===== config.mk =====
export PLATFORM = sky130hd
export DESIGN_NAME = pc_sequencer
export DESIGN_NICKNAME = d
export VERILOG_FILES = /design/src/rtl/pc_seq_pkg.sv /design/src/rtl/sat_counter.sv /design/src/rtl/pc_sequencer.sv
export SDC_FILE = /design/constraint.sdc
export NUM_CORES = 1
export LEC_CHECK = 0
export ABC_AREA = 1
export CAP_MARGIN = 15
export CORE_ASPECT_RATIO = 1.2
export CORE_UTILIZATION = 30
export DETAILED_ROUTE_END_ITERATION = 8
export MAX_ROUTING_LAYER = met4
export PLACE_DENSITY = 0.58
export SYNTH_ARGS = -nofsm -noshare
export SYNTH_HDL_FRONTEND = slang
export SYNTH_HIERARCHICAL = 1
export SYNTH_SLANG_ARGS = --single-unit

===== constraint.sdc =====
create_clock -name clk -period 2.73 [get_ports clk]
set_clock_uncertainty 0.1 [all_clocks]
set_input_delay 0.6825 -clock clk [delete_from_list [all_inputs] [get_ports clk]]
set_output_delay 0.6825 -clock clk [all_outputs]
set_load 0.005 [all_outputs]

===== src/rtl/pc_seq_pkg.sv =====
// Shared types and constants for the fetch-stage PC sequencer.
// Consumed by pc_sequencer and sat_counter via import pc_seq_pkg::*.
package pc_seq_pkg;

    typedef enum logic [1:0] {
        ST_BOOT  = 2'd0,
        ST_FETCH = 2'd1,
        ST_HALT  = 2'd2
    } state_t;

    localparam logic [31:0] DEF_RESET_PC = 32'h0000_0000;
    localparam logic [31:0] DEF_EXC_PC   = 32'h0000_0100;
    localparam logic [31:0] PC_PLUS_4    = 32'd4;

    function automatic logic [31:0] word_align(input logic [31:0] a);
        return a & ~32'h3;
    endfunction

endpackage


===== src/rtl/sat_counter.sv =====
// Saturating up-counter; holds at all-ones instead of wrapping.
// Used to count accepted fetch redirects.
module sat_counter
    import pc_seq_pkg::*;
#(
    parameter int W = 16
) (
    input  logic         clk,
    input  logic         rst,
    input  logic         inc,
    output logic [W-1:0] cnt
);

    localparam logic [W-1:0] ONE = W'(1);
    localparam logic [W-1:0] MAX = '1;

    always_ff @(posedge clk or posedge rst) begin
        if (rst) begin
            cnt <= '0;
        end else if (inc && cnt != MAX) begin
            cnt <= cnt + ONE;
        end
    end

endmodule


===== src/rtl/pc_sequencer.sv =====
// Fetch-stage PC owner: hold / +4 / redirect, imem request and flush.
// Optional PC_ALIGN_CHECK_EN traps misaligned redirect targets to EXC_PC.
module pc_sequencer
    import pc_seq_pkg::*;
#(
    parameter logic [31:0] RESET_PC = DEF_RESET_PC,
    parameter logic [31:0] EXC_PC   = DEF_EXC_PC,
    parameter int          CNT_W    = 16
) (
    input  logic             clk,
    input  logic             rst,
    input  logic             stall,
    input  logic             br_taken,
    input  logic [31:0]      br_target,
    input  logic             halt,
    input  logic             imem_ready,
    output logic             imem_req,
    output logic [31:0]      imem_addr,
    output logic [31:0]      pc,
    output logic [31:0]      pc4,
    output logic             if_valid,
    output logic             flush,
    output logic [CNT_W-1:0] redirect_cnt,
    output logic             misalign_err
);

    state_t      state;
    logic        fetching;
    logic        redirect;
    logic        advance;
    logic        tgt_misalign;
    logic [31:0] target_pc;
    logic [31:0] pc_next;

    assign fetching = (state == ST_FETCH);
    assign redirect = fetching & br_taken;
    assign advance  = fetching & ~br_taken & ~halt & ~stall & imem_ready;

`ifdef PC_ALIGN_CHECK_EN
    assign tgt_misalign = (br_target[1:0] != 2'b00);
`else
    assign tgt_misalign = 1'b0;
`endif

    assign target_pc = tgt_misalign ? EXC_PC : word_align(br_target);

    assign pc4       = pc + PC_PLUS_4;
    assign imem_req  = fetching;
    assign imem_addr = pc;
    assign if_valid  = advance;
    assign flush     = redirect;

    always_comb begin
        pc_next = pc;
        unique case (1'b1)
            redirect: pc_next = target_pc;
            advance:  pc_next = pc4;
            default:  pc_next = pc;
        endcase
    end

    // HALT is terminal; only reset brings the fetch unit back.
    always_ff @(posedge clk or posedge rst) begin
        if (rst) begin
            state <= ST_BOOT;
            pc    <= RESET_PC;
        end else begin
            pc <= pc_next;
            unique case (state)
                ST_BOOT:  state <= ST_FETCH;
                ST_FETCH: begin
                    if (!br_taken && halt) begin
                        state <= ST_HALT;
                    end
                end
                ST_HALT:  state <= ST_HALT;
                default:  state <= ST_BOOT;
            endcase
        end
    end

`ifdef PC_ALIGN_CHECK_EN
    always_ff @(posedge clk or posedge rst) begin
        if (rst) begin
            misalign_err <= 1'b0;
        end else begin
            misalign_err <= redirect & tgt_misalign;
        end
    end
`else
    assign misalign_err = 1'b0;
`endif

    sat_counter #(
        .W(CNT_W)
    ) u_redirect_cnt (
        .clk(clk),
        .rst(rst),
        .inc(redirect),
        .cnt(redirect_cnt)
    );

endmodule


== After elaboration in Yosys (flattened, before gate mapping) ==
Index checks and enable logic that the tools add are counted.
Word-level totals
  register bits after elaboration: 50
  bits in latches: 0
  RAM bits: 0
  memory bits (read-only): 0
  input port bits: 38
  logic and storage cells: 25
  memories kept: 0
Operators by class
  add/subtract/negate cells: 2
  multiply operators: 0
  divide/modulo/power cells: 0
  magnitude comparators: 0
  equal/unequal tests: 4
  shift operators: 0
  muxes and demuxes: 3
  bitwise gates (word level): 8
  reductions and logical operators: 5
Operators by type and width (number)
  32-bit case mux with 2 select lines: 1
  32-bit by 3-bit adder with 32-bit output (second input constant): 1
  16-bit by 1-bit adder with 16-bit output (second input constant): 1
  16-bit != test (second input constant): 1
  2-bit case mux with 3 select lines: 1
  1-bit AND: 5
  1-bit NOT: 3
  2-bit by 1-bit == test with 1-bit output (second input constant): 1
  2-bit == test (second input constant): 1
  1-bit logical AND: 2
  2-bit zero test: 1
  2-bit 2-to-1 mux: 1
  2-bit by 1-bit != test with 1-bit output (second input constant): 1
  2-bit nonzero test: 1
  1-bit zero test: 1

== Depth between registers and ports, before layout ==
  word-level depth: 6
  mapped depth: 12
  mapped depth without buffers: 12

== Cells and area by module ==
The synthesis kept the hierarchy.
Modules (own cells, without submodules)
  pc_sequencer: instances 1, cells each 446, area an instance 2790.2 um^2
  sat_counter: instances 1, cells each 150, area an instance 1069.8 um^2

== Least setup slack after synthesis ==
No wires, ideal clock.
  kind: input to output
  start point: in br_taken
  end point: out if_valid
  arrival time: 1.294 ns
  data required time: 1.947 ns
  slack: 0.654 ns
  stages on the path: 4
  buffers on the path: 1
  cells stage by stage: nor3b_2 nand3_2 inv_2 buf_2
On the way
  cells in the longest elaborated chain, start to end: 5
RTL lines
  from (decl): RTL line pc_sequencer.sv:13  | input logic br_taken,
  1-bit NOT: RTL line pc_sequencer.sv:37  | assign advance = fetching & ~br_taken & ~halt & ~stall & imem_ready;
  1-bit AND (4 in series): RTL line pc_sequencer.sv:37
  to (decl): RTL line pc_sequencer.sv:21  | output logic if_valid,
No other way between the ends.

== Worst setup path in the final report ==
  start point: reg pc[2] (netlist: imem_addr[2])
  end point: out pc4[11]
On the way
  cells in the longest elaborated chain, start to end: 1
RTL lines
  from (decl): RTL line pc_sequencer.sv:19  | output logic [31:0] pc,
  from (signal assigned): RTL line pc_sequencer.sv:68  | pc <= pc_next;
  32-bit by 3-bit adder with 32-bit output: RTL line pc_sequencer.sv:47  | assign pc4 = pc + PC_PLUS_4;
  to (decl): RTL line pc_sequencer.sv:20  | output logic [31:0] pc4,
No other way between the ends.

==> flow_metrics.py <==
metrics = {
    "critical_path": {
        "crit_buf_inv": 3,
        "path_class": "reg2out",
        "critPathArrivalTime_ns": 1.87,
        "r2r_slack_ns": 0.63,
        "required_ns": 1.95,
        "slowest_stage": "clkdlybuf4s50_1",
        "critPathCaptureType": "output port",
        "start_kind": "flip-flop",
        "critical_path.max_fanout": 4,
        "crit_family": "buffers and inverters",
        "crit_chain": "buf_6, inv_2, nor2_4, nand3_4, xor2_2, clkdlybuf4s50_1",
        "critPathMaxStageDelay_ns": 0.52,
    },
    "yosys": {
        "yosysMostFrequentCell": "nand2_1",
        "post-synth-top-area-cell": "dfrtp_1",
        "synth_top_area_share_pct": 31.12,
        "syn_area_per_cell_um2": 6.476,
        "synth_edf_count": 0,
        "syn_inst": 596,
        "async_reset_ff_share_pct": 100.0,
        "synthesis.area_um2": 3860,
        "ys_seq_elements": 48,
        "synth_cell_types": 30,
        "synth_common_cells": "nand2_1 (212), nor2_1 (82), inv_1 (56), dfrtp_1 (48)",
        "yosysSeqAreaShare_pct": 31.12,
        "yosysWarnings": 6,
        "synth_top_flop_cell": "dfrtp_1",
        "ys_top_cells_by_area": "dfrtp_1 (31%), nand2_1 (21%), nor2_1 (8.0%), buf_4 (7.4%), inv_1 (5.4%)",
    },
    "sta": {
        "timing.final.ws_setup_ns": 0.07380,
        "min_period_ns": 2.656,
        "relSlewSlack_pct": 57.05,
        "slew_viol_final": 0,
        "period_share_pct": 97.30,
        "max_freq_ghz": 0.3765,
        "setup_viol": 0,
        "hold_violations": 0,
        "worstMarginPinSlew_ns": 0.6436,
        "final.setup.tns_ns": 0,
        "rsz0062_at_grt": "yes",
    },
    "floorplan": {
        "core_area_um2": 12610,
        "die_h_um": 126.3,
        "start_util_pct": 30.61,
        "placementRows": 45,
        "pin_count": 154,
        "die-area_um2": 13330,
        "chipWidth_um": 105.5,
    },
    "finish": {
        "multi_input_area_um2": 2248,
        "utilization_pct": 46.92,
        "stdcell_count": 917,
        "fillers": 1302,
        "drive_gt1_share_pct": 17.80,
        "layout.nets": 794,
        "final_area_um2": 5918,
        "layout.area.seq_um2": 1217,
        "diodes": 0,
        "syn2layout_area_growth_pct": 53.32,
    },
    "run_status": {
        "status": "completed",
    },
    "pwr": {
        "p_per_area_nw_per_um2": 963.5,
        "ir_drop_uv": 404.2,
        "switching_power_w": 0.002233,
        "clock_power_share_pct": 15.9,
        "p_leak_nw": 2.699,
        "swShare_pct": 39.17,
        "seq_power_share_pct": 25.5,
        "p_comb_share_pct": 58.6,
        "internal_power_w": 0.003469,
    },
    "place": {
        "placed_cell_area_um2": 5308,
        "gp_congestion": 0.9069,
        "pre_cts_ws_ns": -0.2148,
        "dp_hpwl_um": 9336,
        "port_buffers": 144,
        "placed_cells": 878,
    },
    "cts": {
        "insertion_delay_ns": 0.29,
        "cts_max_level": 2,
        "cts.root.buffer_cell": "clkbuf_16",
        "cts_tree": "done",
        "clockBufferDepth": 2,
        "clkTransAtPathRegs_ns": 0.07,
        "cts_buffers": 5,
        "cts_sinks": 48,
    },
    "detailed_routing": {
        "via_per_inst": 4.656,
        "initialDrtViolationCount": 150,
        "drc": 0,
        "ant_nets": 0,
        "num_vias": 4270,
        "drt-wirelength-per-cell_um": 13.96,
        "dr.pass1.iters": 4,
        "totalWireLength_um": 12800,
    },
    "global_route": {
        "grt_max_degree": 45,
        "grt_pass1_vias": 4190,
        "grt_usage_pct": 20.21,
        "grt_pass1_wl_um": 20800,
        "overflow": 0,
        "antenna_found_initial": 0,
    },
    "worst_hold_path": {
        "hold_path.class": "reg2reg",
    },
    "run": {
        "maxCapViolations": 0,
    },
}
-- worst reg2reg max path, cell delays in order (launching register included) --
cell     delay, ns
dfrtp_1       0.39
ha_1          0.26
nand3_4       0.13
buf_4         0.16
buf_4         0.18
nand2_1       0.09
inv_2         0.42
nor2_1        0.13
nand2_1       0.09
nand2_1       0.05
-- path summary, 6_finish.rpt --
path / startpoint / endpoint / depth (start not counted)
max in group asynchronous: rst / u_redirect_cnt/cnt[12]$_DFFE_PP0P_ / 2
worst max register to register: state[0]$_DFFE_PP0P_ / imem_addr[24]$_DFFE_PP0P_ / 9
min in group asynchronous: rst / u_redirect_cnt/cnt[3]$_DFFE_PP0P_ / 2
worst min-delay path: u_redirect_cnt/cnt[1]$_DFFE_PP0P_ / u_redirect_cnt/cnt[1]$_DFFE_PP0P_ / 2
worst min register to register: u_redirect_cnt/cnt[1]$_DFFE_PP0P_ / u_redirect_cnt/cnt[1]$_DFFE_PP0P_ / 2
worst max-delay path: imem_addr[2]$_DFFE_PP0P_ / pc4[11] / 6
-- sequential cells by signal, summed over array words and instances, names as in the netlist --
signal              count
u_redirect_cnt/cnt     16
state                   2
imem_addr              30
-- power by group through the flow --
| stage | clock (W) | combinational [W] | sequential, W |
|---|---|---|---|
| finish | 0.000905 | 0.00334 | 0.00146 |
| global route | 0.000962 | 0.00369 | 0.00151 |
| CTS | 0.000924 | 0.00331 | 0.00147 |
| detailed placement | 0 | 0.00316 | 0.00148 |
| global placement | 0 | 0.00311 | 0.00147 |
| floorplan | 0 | 0.00151 | 0.00142 |
-- layer usage --
layer / global-route usage [%] / up-vias / wire length, um
li1: - / 2119 / -
met1: 22.84 / 1994 / 5153
met2: 36.65 / 140 / 6577
met3: 3.986 / 17 / 825
met4: 4.412 / 0 / 245
met5: - / - / 0
-- layout make-up --
class	instances	area share, %
Clock buffer	5	2.114
Clock inverter	3	1.522
Inverter	59	3.742
Multi-Input combinational cell	448	37.99
Sequential cell	48	20.57
Tap cell	164	3.467
Timing Repair Buffer	190	30.59
-- cell families (layout without fill, tap and decap cells) --
group / Yosys count / in the layout / synth area share, %
simple gates: 373 / 374 / 42.43
buf+inv: 107 / 257 / 14.59
compound gates: 51 / 51 / 7.747
flops: 48 / 48 / 31.12
xor+xnor: 12 / 12 / 2.723
fa+ha+maj: 4 / 4 / 1.297
other cells: 1 / 7 / 0.09715
-- layout by cell type (no fill, tap or decap), types with 2 or more instances in the layout --
master and count:
clkdlybuf4s50_1 117, bufinv_16 3, dlygate4sd2_1 13, a21oi_2 4, buf_6 6, nand3_1 33, xnor2_1 3, conb_1 7
nand3b_1 2, nor2_4 18, o21ai_1 6, nor2_2 7, inv_1 54, a21oi_1 8, o21ai_0 24, nand2_1 209
nand2_2 12, ha_1 3, dfrtp_1 35, nand3_2 4, xor2_2 2, nor2_1 76, nand3_4 2, nand2_4 3
clkbuf_16 5, clkdlybuf4s15_1 4, nand4_1 6, inv_2 5, dlymetal6s2s_1 9, xor2_1 6, buf_4 40, a22oi_1 2
o21ai_2 6, dfrtp_2 13
-- stage by stage --
step / power (W) / hold slack [ns]
3_3_place_gp: 0.004581 / 0.4182
4_1_cts: 0.005703 / 0.4418
6_report: 0.005702 / 0.4379
5_1_grt: 0.006162 / 0.4830
3_5_place_dp: 0.004641 / 0.4191
2_1_floorplan: 0.002925 / 0.4101
-- repair_timing --
action	CTS	global route
hold buffers	0	0
gates resized for setup	58	24
setup buffers	19	11
endpoints found under the setup margin	25	16
cloned	1	0
pin swaps	12	11
Note: power is estimated with default switching activity, not from simulation.
